`config.mk`:
```
export PLATFORM = sky130hd
export DESIGN_NAME = tt_mux_sequencer
export DESIGN_NICKNAME = d
export VERILOG_FILES = /design/src/rtl/tt_mux_sequencer.sv
export SDC_FILE = /design/constraint.sdc
export NUM_CORES = 1
export LEC_CHECK = 0
export BUFFER_PORTS_ARGS = -buffer_cell sky130_fd_sc_hd__buf_2
export CAP_MARGIN = 20
export CORE_ASPECT_RATIO = 1.25
export CORE_MARGIN = 2
export CORE_UTILIZATION = 45
export DETAILED_ROUTE_END_ITERATION = 12
export MAX_ROUTING_LAYER = met4
export PLACE_DENSITY = 0.72
export SLEW_MARGIN = 25
export SYNTH_ARGS = -nofsm -noshare
export SYNTH_HDL_FRONTEND = slang
export SYNTH_SLANG_ARGS = --single-unit
```
`constraint.sdc`:
```
create_clock -name clk -period 2 [get_ports clk]
set_input_delay 0.6 -clock clk [delete_from_list [all_inputs] [get_ports clk]]
set_output_delay 0.6 -clock clk [all_outputs]
set_load 0.05 [all_outputs]
```
`src/rtl/tt_mux_sequencer.sv`:
```
// Sequencer that steers an external mux select counter (reset + increment pulses) to a target
// design address, gating that design's enable off during the move and back on at the end.
module tt_mux_sequencer #(
    parameter int ADDR_W    = 10,
    parameter int PULSE_CYC = 2,
    parameter int MAX_ADDR  = 1023,
    parameter int INCR_EN   = 1
) (
    input  logic              clk,
    input  logic              reset_n,
    input  logic              req,
    input  logic [ADDR_W-1:0] addr,
    output logic              ctrl_sel_rst_n,
    output logic              ctrl_sel_inc,
    output logic              ctrl_ena,
    output logic              busy,
    output logic              done,
    output logic              err,
    output logic [ADDR_W-1:0] cur_addr
);

    localparam int PC_W = $clog2(PULSE_CYC + 1);
    localparam logic [PC_W-1:0]   PH_LOAD = PC_W'(PULSE_CYC - 1);
    // Compared one bit wider so the range check stays meaningful when MAX_ADDR is all ones
    localparam logic [ADDR_W:0]   MAX_EXT = (ADDR_W + 1)'(MAX_ADDR);

    typedef enum logic [2:0] {
        IDLE    = 3'd0,
        DISABLE = 3'd1,
        RST_LO  = 3'd2,
        RST_HI  = 3'd3,
        INC_HI  = 3'd4,
        INC_LO  = 3'd5,
        ENABLE  = 3'd6
    } state_t;

    state_t              state_r;
    logic [PC_W-1:0]     phase_r;
    logic [ADDR_W-1:0]   rem_r;
    logic [ADDR_W-1:0]   tgt_r;
    logic [ADDR_W-1:0]   cur_addr_r;
    logic                cur_valid_r;
    logic                sel_rst_n_r;
    logic                sel_inc_r;
    logic                ena_r;
    logic                busy_r;
    logic                done_r;
    logic                err_r;

    // Sequencer FSM; every output is a register updated on the transition into its cycle
    always_ff @(posedge clk or negedge reset_n) begin
        if (!reset_n) begin
            state_r     <= IDLE;
            phase_r     <= {PC_W{1'b0}};
            rem_r       <= {ADDR_W{1'b0}};
            tgt_r       <= {ADDR_W{1'b0}};
            cur_addr_r  <= {ADDR_W{1'b0}};
            cur_valid_r <= 1'b0;
            sel_rst_n_r <= 1'b1;
            sel_inc_r   <= 1'b0;
            ena_r       <= 1'b0;
            busy_r      <= 1'b0;
            done_r      <= 1'b0;
            err_r       <= 1'b0;
        end else begin
            done_r <= 1'b0;
            err_r  <= 1'b0;
            case (state_r)
                // ENABLE is the done cycle; busy is already low so it accepts requests like IDLE
                IDLE, ENABLE: begin
                    state_r <= IDLE;
                    if (req) begin
                        if ({1'b0, addr} > MAX_EXT) begin
                            err_r <= 1'b1;
                        end else begin
                            tgt_r   <= addr;
                            ena_r   <= 1'b0;
                            busy_r  <= 1'b1;
                            state_r <= DISABLE;
                        end
                    end else begin
                        state_r <= IDLE;
                    end
                end
                DISABLE: begin
                    phase_r <= PH_LOAD;
                    if ((INCR_EN != 0) && cur_valid_r && (tgt_r >= cur_addr_r)) begin
                        rem_r <= tgt_r - cur_addr_r;
                        if (tgt_r == cur_addr_r) begin
                            ena_r   <= 1'b1;
                            done_r  <= 1'b1;
                            busy_r  <= 1'b0;
                            state_r <= ENABLE;
                        end else begin
                            sel_inc_r <= 1'b1;
                            state_r   <= INC_HI;
                        end
                    end else begin
                        rem_r       <= tgt_r;
                        sel_rst_n_r <= 1'b0;
                        state_r     <= RST_LO;
                    end
                end
                RST_LO: begin
                    if (phase_r == {PC_W{1'b0}}) begin
                        sel_rst_n_r <= 1'b1;
                        cur_addr_r  <= {ADDR_W{1'b0}};
                        cur_valid_r <= 1'b1;
                        phase_r     <= PH_LOAD;
                        state_r     <= RST_HI;
                    end else begin
                        phase_r <= phase_r - PC_W'(1);
                    end
                end
                RST_HI, INC_LO: begin
                    if (phase_r == {PC_W{1'b0}}) begin
                        phase_r <= PH_LOAD;
                        if (rem_r == {ADDR_W{1'b0}}) begin
                            ena_r   <= 1'b1;
                            done_r  <= 1'b1;
                            busy_r  <= 1'b0;
                            state_r <= ENABLE;
                        end else begin
                            sel_inc_r <= 1'b1;
                            state_r   <= INC_HI;
                        end
                    end else begin
                        phase_r <= phase_r - PC_W'(1);
                    end
                end
                INC_HI: begin
                    if (phase_r == {PC_W{1'b0}}) begin
                        sel_inc_r  <= 1'b0;
                        cur_addr_r <= cur_addr_r + ADDR_W'(1);
                        rem_r      <= rem_r - ADDR_W'(1);
                        phase_r    <= PH_LOAD;
                        state_r    <= INC_LO;
                    end else begin
                        phase_r <= phase_r - PC_W'(1);
                    end
                end
                default: begin
                    sel_rst_n_r <= 1'b1;
                    sel_inc_r   <= 1'b0;
                    busy_r      <= 1'b0;
                    state_r     <= IDLE;
                end
            endcase
        end
    end

    assign ctrl_sel_rst_n = sel_rst_n_r;
    assign ctrl_sel_inc   = sel_inc_r;
    assign ctrl_ena       = ena_r;
    assign busy           = busy_r;
    assign done           = done_r;
    assign err            = err_r;
    assign cur_addr       = cur_addr_r;

endmodule

```
### Word level (Yosys, flattened, before mapping)

Cells that the tools add are included.

* muxes and demuxes: 42
* reductions and logical operators: 23
* bitwise operators: 3
* add/sub/neg operators: 4
* magnitude comparators: 1
* equal/unequal tests: 17

Operators by type and width (number)
* $mux 10: 4
* $pmux 10 s2: 2
* $mux 1: 22
* $ne 2x2->1 const B: 10
* $reduce_and 6->1: 3
* $pmux 3 s5: 1
* $mux 3: 4
* $add 10x1->10 const B: 1
* $eq 10x10->1: 1
* $ge 10x10->1: 1
* $logic_not 10->1: 1
* $sub 10x1->10 const B: 1
* $sub 10x10->10: 1
* $eq 3x3->1 const B: 3
* $reduce_and 3->1: 3
* $pmux 1 s4: 2
* $eq 3x2->1 const B: 2
* $mux 2: 3
* $pmux 1 s3: 2
* $reduce_and 2->1: 3
* $reduce_bool 2->1: 3
* $reduce_or 2->1: 3
* $reduce_or 5->1: 1
* $pmux 2 s2: 1
* other kinds (10): 12

* logic and storage cells: 101
* output and inout port bits: 16
* register bits: 41
* bits of input ports: 13

### Logic depth before layout (Yosys ltp)

Gate-level depths: netlist of run 1.

* word-level depth: 4
* depth in mapped cells: 10
* depth with buffers taken out: 9

### Worst setup path after synthesis of run 1

No wires, ideal clock.

* path kind: register to register
* start point: register cur_addr_r[4], in the netlist cur_addr[4]
* end point: register rem_r[1]
* buffers on the path: 2
* slack: -580 ps
* stages on the path, launching flop included: 11
* clock period less this slack: 2580 ps
* data required time: 1918 ps
* arrival: 2498 ps
* setup time: 82 ps
* cells stage by stage: dfrtp_1 > inv_1 > ha_1 > clkbuf_1 > nand4_1 > a211oi_1 > o21ai_1 > and2_1 > buf_2 > mux2_1 > a31oi_1

* cells in the longest elaborated chain, start to end: 4

Ends and longest elaborated chain
* from (decl): line 41 `logic [ADDR_W-1:0] cur_addr_r;`
* from (signal assigned): line 57 `cur_addr_r <= {ADDR_W{1'b0}};`
* from (signal assigned): line 107 `cur_addr_r <= {ADDR_W{1'b0}};`
* from (signal assigned): line 134 `cur_addr_r <= cur_addr_r + ADDR_W'(1);`
* $ge 10x10->1: line 87 `if ((INCR_EN != 0) && cur_valid_r && (tgt_r >= cur_addr_r)) begin`
* $logic_and 1x1->1: line 87
* $mux 10: line 87
* $pmux 10 s2: line 68 `case (state_r)`
* to (signal assigned): line 55 `rem_r <= {ADDR_W{1'b0}};`
* to (signal assigned): line 88 `rem_r <= tgt_r - cur_addr_r;`
* to (signal assigned): line 99 `rem_r <= tgt_r;`
* to (decl): line 39 `logic [ADDR_W-1:0] rem_r;`

Every way passes these cells.
A chain may end at the register's enable or synchronous reset.

### Final worst setup path of run 1

* start point: register tgt_r[6]
* end point: register rem_r[7]

* cells in the longest elaborated chain, start to end: 4
* elaborated cells on any way between the ends: 5
* classes of those cells: add/sub: 1; order compare: 1; mux: 2; reduce/logical: 1

Ends and longest elaborated chain
* from (decl): line 40 `logic [ADDR_W-1:0] tgt_r;`
* from (signal assigned): line 56 `tgt_r <= {ADDR_W{1'b0}};`
* from (signal assigned): line 76 `tgt_r <= addr;`
* $ge 10x10->1: line 87
* $logic_and 1x1->1: line 87
* $mux 10 (*): line 87
* $pmux 10 s2 (*): line 68

Every way passes the cells marked *; elsewhere a longest branch is shown, timed or not.

==> flow_metrics.env, run 1 <==
export IMPL_portBuffers=27
export IMPL_synth_edf_count=0
export IMPL_end_kind="flip-flop"
export IMPL_crit_fanout=5
export IMPL_yosysWarnings=0
export IMPL_num_rows=32
export IMPL_crit_chain="ha_4 > nand4_1 > a211oi_2 > o21ai_2 > and2_4 > buf_6 > o311a_1"
export IMPL_cts_root_buffer="clkbuf_8"
export IMPL_wl_per_cell_um=16.1
export IMPL_status="complete, but fails checks"
export IMPL_worst_setup_path_start_kind="flip-flop"
export IMPL_met2_usage=0.477
export IMPL_critical_path_required_ns=2.19
export IMPL_max_freq_mhz=464
export IMPL_cts_hold_fix_buffers=0
export IMPL_fillers=530
export IMPL_finalWorstPathRequiredPeriod_ns=2.15
export IMPL_syn_cell_area_um2=2870
export IMPL_ys_top_cells_by_area="dfrtp_1 35%, o21ai_0 5.8%, nand2_1 5.5%"
export IMPL_grt_overflow=0
export IMPL_ys_seq_elements=41
export IMPL_avgSynthCellArea_um2=8.05
export IMPL_fin_crit_sh=1.08
export IMPL_path_class="flip-flop to flip-flop"
export IMPL_power_density_nw_per_um2=1740
export IMPL_synth_top_area_share=0.349
export IMPL_fp_dieH_um=93.2
export IMPL_die_x_um=75.4
export IMPL_syn_instance_count=356
export IMPL_clk_pin_slew_ns=0.08
export IMPL_pwr_share_clk=0.077
export IMPL_synth_top_family_by_area="compound AO/OA/AOI/OAI gates"
export IMPL_rsz0062_at_grt="true"
export IMPL_grt_pass1_vias=3037
export IMPL_p_int_mw=3.80
export IMPL_cts_buffers=5
export IMPL_sw_frac_of_total=0.460
export IMPL_area_growth_pct=41.3
export IMPL_drive_gt1_frac=0.409
export IMPL_core_um2=6170
export IMPL_cts_tree="done"
export IMPL_synth_xor_area_frac=0.0244
export IMPL_clock_sinks=41
export IMPL_dieArea_um2=7030
export IMPL_violations="setup timing"
export IMPL_grt_max_degree=23
export IMPL_hold_slack_ns=0.246
export IMPL_setup_viol=16
export IMPL_clk_insertion_delay_late_ns=0.30
export IMPL_fin_worst_skew_ns=0.00837
export IMPL_seqPwrFrac=0.200
export IMPL_clk_path_buf_depth=2
export IMPL_synth_compound_area_share=0.231
export IMPL_crit_family="compound AO/OA/AOI/OAI gates"
export IMPL_leakagePower_nw=1.75
export IMPL_slew_violations=0
export IMPL_dr_total_vias=3024
export IMPL_grt_use_met1=0.309
export IMPL_hpwl_um=6520
export IMPL_drv_cap=0
export IMPL_placed_cells=518
export IMPL_htreeDepth=2
export IMPL_gp_congestion=0.934
export IMPL_wirelength_um=8590
export IMPL_ys_types=55
export IMPL_grt_pass1_wl_um=14300
export IMPL_async_flop_share=1.00
export IMPL_yosysTopAreaCell="dfrtp_1"
export IMPL_synthMuxAreaShare=0.0528
export IMPL_drt_pass1_iter_count=4
export IMPL_busiest_layer="met2"
export IMPL_setup_slack_ns=-0.154
export IMPL_synth_fa_ha_area_frac=0.0594
export IMPL_ir_drop_mv=1.19
export IMPL_ys_flop_type="dfrtp_1"
export IMPL_antenna_found_initial=0
export IMPL_num_nets_final=475
export IMPL_met3_usage=0.0377
export IMPL_hp_class="primary input to asynchronous set/reset pin"
export IMPL_ys_seq_area_frac=0.358
export IMPL_critPathArrivalTime_ns=2.34
export IMPL_start_util=0.465
export IMPL_drtAntennaViolNets=0
export IMPL_slowest_delay_ns=0.42
export IMPL_viasPerCell=5.65
export IMPL_drc=0
export IMPL_power_frac_comb=0.723
export IMPL_insertedDiodeCount=0
export IMPL_grt_util_all_layers=0.272
export IMPL_hold_violations=0
export IMPL_drtIter0Drc=234
export IMPL_path_buf_inv=1
export IMPL_ios=29
export IMPL_synth_net_count=382
export IMPL_p_switching_mw=3.23
export IMPL_yosys_area_share_simple=0.220
export IMPL_crit_slowest_cell="dfrtp_1"
export IMPL_finalNonFillerCells=535
-- per-stage QoR --
| stage | power (mW) | area, um2 | util | TNS (ns) | setup WS, ns |
|---|---|---|---|---|---|
| floorplan | 4.30 | 3050 | - | -0.505 | -0.188 |
| global placement | 5.75 | 3730 | 0.606 | -0.227 | -0.103 |
| detailed placement | 5.88 | 3730 | 0.606 | -0.780 | -0.166 |
| CTS | 6.74 | 3950 | 0.640 | -0.156 | -0.0596 |
| global route | 7.59 | 4050 | 0.657 | -2.86 | -0.240 |
| finish | 7.04 | 4050 | 0.657 | -1.17 | -0.154 |
-- flip-flops by register name (all words and copies together), names as in the netlist --
| register | flops |
|---|---|
| busy | 1 |
| ctrl_ena | 1 |
| ctrl_sel_inc | 1 |
| ctrl_sel_rst_n | 1 |
| cur_addr | 10 |
| cur_valid_r | 1 |
| done | 1 |
| phase_r | 2 |
| rem_r | 10 |
| state_r | 3 |
| tgt_r | 10 |
-- worst reg2reg max path: cells and delay by family, from the launching register on --
family          cells  cell delay (ns)
fa+ha+maj           1             0.29
compound gates      3             0.78
buf+inv             1             0.13
flops               1             0.42
simple gates        2             0.43
-- final timing paths --
check / from / to / slack [ns] / depth (start not counted)
hold reg to reg: ctrl_sel_inc / ctrl_sel_inc / 0.50 / 1
setup reg to reg: tgt_r[6] / rem_r[7] / -0.15 / 7
hold / removal: reset_n / state_r[0] / 0.25 / 1
setup / recovery: tgt_r[6] / rem_r[7] / -0.15 / 7
min in group clk: ctrl_sel_inc / ctrl_sel_inc / 0.50 / 1
max in group asynchronous: reset_n / ctrl_sel_rst_n / 1.19 / 2
-- cell type report --
cell class                      count  area, um2  area share
Multi-Input combinational cell    276       1970       0.487
Sequential cell                    41       1040       0.257
Timing Repair Buffer              106        776       0.192
Tap cell                           85        106      0.0263
Clock buffer                        6       72.6      0.0179
Inverter                           19       71.3      0.0176
Clock inverter                      2       10.0     0.00247
-- cell usage in the layout, fill, tap and decap left out, types with 3 or more instances in the layout --
cell type  synthesis  final
dfrtp_2            0     10
o21a_1             3      3
inv_1             18     11
mux2i_1            5      4
or2_2              5      5
a21o_1             3      3
dfrtp_1           40     30
a31oi_1           13     12
clkbuf_8           0      5
o21ai_0           33     29
nor2_1            35     34
nor3_1             6      5
nand2_1           42     39
nand2b_1           5      5
ha_1              12      3
and3_1             3      3
or3_1              5      5
o22ai_1            7      6
buf_6              0      6
a21oi_2            0      3
nand4_1            5      5
mux2_2             8      8
o22a_1             3      3
xnor2_1            5      5
buf_4              1     71
nand3_1           12      9
inv_2              0      7
ha_4               0      9
a21oi_1           24     21
buf_2              1     27
xor2_1             3      3
o311a_1            3      3
o21ai_1            1      3
-- cell usage after synthesis, drive strengths merged (7+ instances only) --
cell type / instances
a21oi: 24
a31oi: 13
clkbuf: 15
dfrtp: 40
ha: 12
inv: 18
mux2: 9
nand2: 42
nand3: 12
nor2: 35
o21ai: 34
o22ai: 7
-- power groups by stage --
stage	logic [mW]	registers, mW	clock network [mW]
finish	5.09	1.41	0.541
global route	5.54	1.45	0.596
global placement	4.35	1.40	0
detailed placement	4.46	1.42	0
CTS	4.77	1.40	0.557
floorplan	2.61	1.69	0
-- cells by family (layout without fill, tap and decap cells) --
group | after synthesis | count (layout)
compound gates | 107 | 107
xor+xnor | 8 | 8
fa+ha+maj | 13 | 13
buf+inv | 39 | 133
flops | 41 | 41
mux | 14 | 14
other cells | 1 | 1
simple gates | 133 | 133
-- per-layer routing --
metal | wire length, um | share of wire
met5 | 0 | 0
met4 | 248 | 0.029
met3 | 348 | 0.041
met2 | 4560 | 0.53
met1 | 3430 | 0.40
-- what timing repair did --
action / CTS / global route
gates resized for setup: 21 / 15
setup buffers: 6 / 4
gates cloned: 0 / 0
setup endpoints to repair: 16 / 19
pin swaps: 11 / 22
(Power assumes the default switching activity.)
==> run 2, diff against run 1 <==
- CTS_BUF_LIST: default -> sky130_fd_sc_hd__clkbuf_16
- PLACE_DENSITY: 0.72 -> default
- PLACE_DENSITY_LB_ADDON: default -> 0.05
==> run 2 against run 1 <==
The flow still finishes with violations (setup timing). Combinational power barely moved. First-iteration DRC count fell by 40%. Global-route usage rose by 0.26 points. Clock-buffer cell count fell by 1. Total power rose by 7.3%. Sequential power barely moved. Flip-flop and latch count did not move. Critical path type unchanged. Critical endpoint unchanged. Largest power group unchanged.
==> flow_metrics.env, run 2 (synthesis results as in run 1) <==
export IMPL_antenna_found_initial=0
export IMPL_dr_total_vias=3061
export IMPL_dieArea_um2=7030
export IMPL_clock_sinks=41
export IMPL_leakagePower_nw=1.82
export IMPL_area_growth_pct=45.4
export IMPL_grt_overflow=0
export IMPL_start_util=0.465
export IMPL_fin_setup_tns_ns=-0.320
export IMPL_wirelength_um=9110
export IMPL_ir_drop_mv=1.05
export IMPL_clk_insertion_delay_late_ns=0.29
export IMPL_cts_hold_fix_buffers=0
export IMPL_drt_pass1_iter_count=4
export IMPL_insertedDiodeCount=0
export IMPL_worst_setup_path_start_kind="flip-flop"
export IMPL_path_class="flip-flop to flip-flop"
export IMPL_grt_pass1_wl_um=14500
export IMPL_viasPerCell=5.66
export IMPL_num_rows=32
export IMPL_slew_violations=0
export IMPL_die_x_um=75.4
export IMPL_clk_pin_slew_ns=0.07
export IMPL_drtAntennaViolNets=0
export IMPL_drc=0
export IMPL_grt_max_degree=19
export IMPL_drive_gt1_frac=0.414
export IMPL_ios=29
export IMPL_rsz0062_at_grt="true"
export IMPL_crit_fanout=9
export IMPL_fillers=552
export IMPL_clk_path_buf_depth=2
export IMPL_power_density_nw_per_um2=1810
export IMPL_setup_slack_ns=-0.0902
export IMPL_fp_dieH_um=93.2
export IMPL_hold_slack_ns=0.166
export IMPL_finalWorstPathRequiredPeriod_ns=2.09
export IMPL_drv_cap=0
export IMPL_final_cell_mix="82 x buf_4, 41 x nand2_1, 32 x nor2_1, 30 x o21ai_0, 30 x dfrtp_1"
export IMPL_setup_viol=6
export IMPL_core_um2=6170
export IMPL_max_freq_mhz=478
export IMPL_gp_congestion=0.900
export IMPL_hold_violations=0
export IMPL_cts_tree="done"
export IMPL_portBuffers=27
export IMPL_grt_util_all_layers=0.275
export IMPL_status="complete, but fails checks"
export IMPL_hp_class="primary input to asynchronous set/reset pin"
export IMPL_critPathArrivalTime_ns=2.26
export IMPL_fin_worst_skew_ns=0.0101
export IMPL_num_nets_final=481
export IMPL_violations="setup timing"
export IMPL_critical_path_required_ns=2.17
export IMPL_fin_crit_sh=1.05
export IMPL_wl_per_cell_um=16.8
export IMPL_hpwl_um=6920
export IMPL_grt_pass1_vias=3141
export IMPL_htreeDepth=2
export IMPL_cts_buffers=5
export IMPL_drtIter0Drc=140
export IMPL_end_kind="flip-flop"
export IMPL_final_common_cell="buf_4"
export IMPL_cts_root_buffer="clkbuf_16"
==> run 2: changes by cell type in the layout (fill, tap and decap cells not counted), sizes merged <==
cell    before  now
buf        106  112
bufinv       0    2
clkbuf       6    5
clkinv       3    2
==> run 2: per-layer routing <==
layer,global-route usage,up-vias,wire length [um],part of all wire
met2,0.496,57,4960,0.54
met3,0.0366,29,240,0.026
met5,-,-,0,0
met4,0.105,0,346,0.038
li1,-,1478,-,-
met1,0.297,1497,3560,0.39
==> run 2: worst max-delay path: stages, from the launching register on <==
cell and delay, ns:
dfrtp_2 0.41, inv_2 0.07, ha_4 0.20, a21oi_1 0.18, o21ai_2 0.12, o211ai_1 0.29
buf_4 0.20, nand2_8 0.07, or3_1 0.30, o311a_1 0.13
==> run 2: worst paths after layout <==
path,depth (start not counted),endpoint,slack (ns),start
min in group clk,2,ctrl_sel_rst_n,0.48,ctrl_sel_rst_n
worst max register to register,9,rem_r[7],-0.09,cur_addr[6]
worst min-delay path,1,ctrl_ena,0.17,reset_n
max in group asynchronous,2,cur_addr[8],1.30,reset_n
worst min register to register,2,ctrl_sel_rst_n,0.48,ctrl_sel_rst_n
worst max-delay path,9,rem_r[7],-0.09,cur_addr[6]
==> run 2: layout make-up <==
class	count	area, um2	area share
Clock buffer	5	125	0.0300
Clock inverter	3	65.1	0.0156
Inverter	19	71.3	0.0171
Multi-Input combinational cell	276	1970	0.472
Sequential cell	41	1040	0.250
Tap cell	85	106	0.0255
Timing Repair Buffer	112	793	0.190
==> run 2: through the flow <==
stage	utilization	worst slack (ns)	cell area, um2	power [mW]	instances
2_1_floorplan	-	-0.188	3050	4.30	356
3_3_place_gp	0.613	-0.0745	3780	5.88	526
3_5_place_dp	0.613	-0.102	3780	5.96	526
4_1_cts	0.654	-0.0673	4040	7.17	537
5_1_grt	0.676	-0.187	4170	8.07	541
6_report	0.676	-0.0902	4170	7.55	541
==> run 2: what timing repair did <==
item                                   4_1_cts  5_1_grt
pin swaps                                    4       15
buffers inserted                             3        4
endpoints found under the hold margin        0        0
gates resized for setup                     12       19
setup endpoints to repair                   14       19
==> run 2: report_power, final <==
| group | switching (mW) | leakage, nW | internal (mW) |
|---|---|---|---|
| combinational | 2.69 | 1.25 | 2.37 |
| sequential | 0.275 | 0.477 | 1.15 |
| clock | 0.351 | 0.0938 | 0.714 |
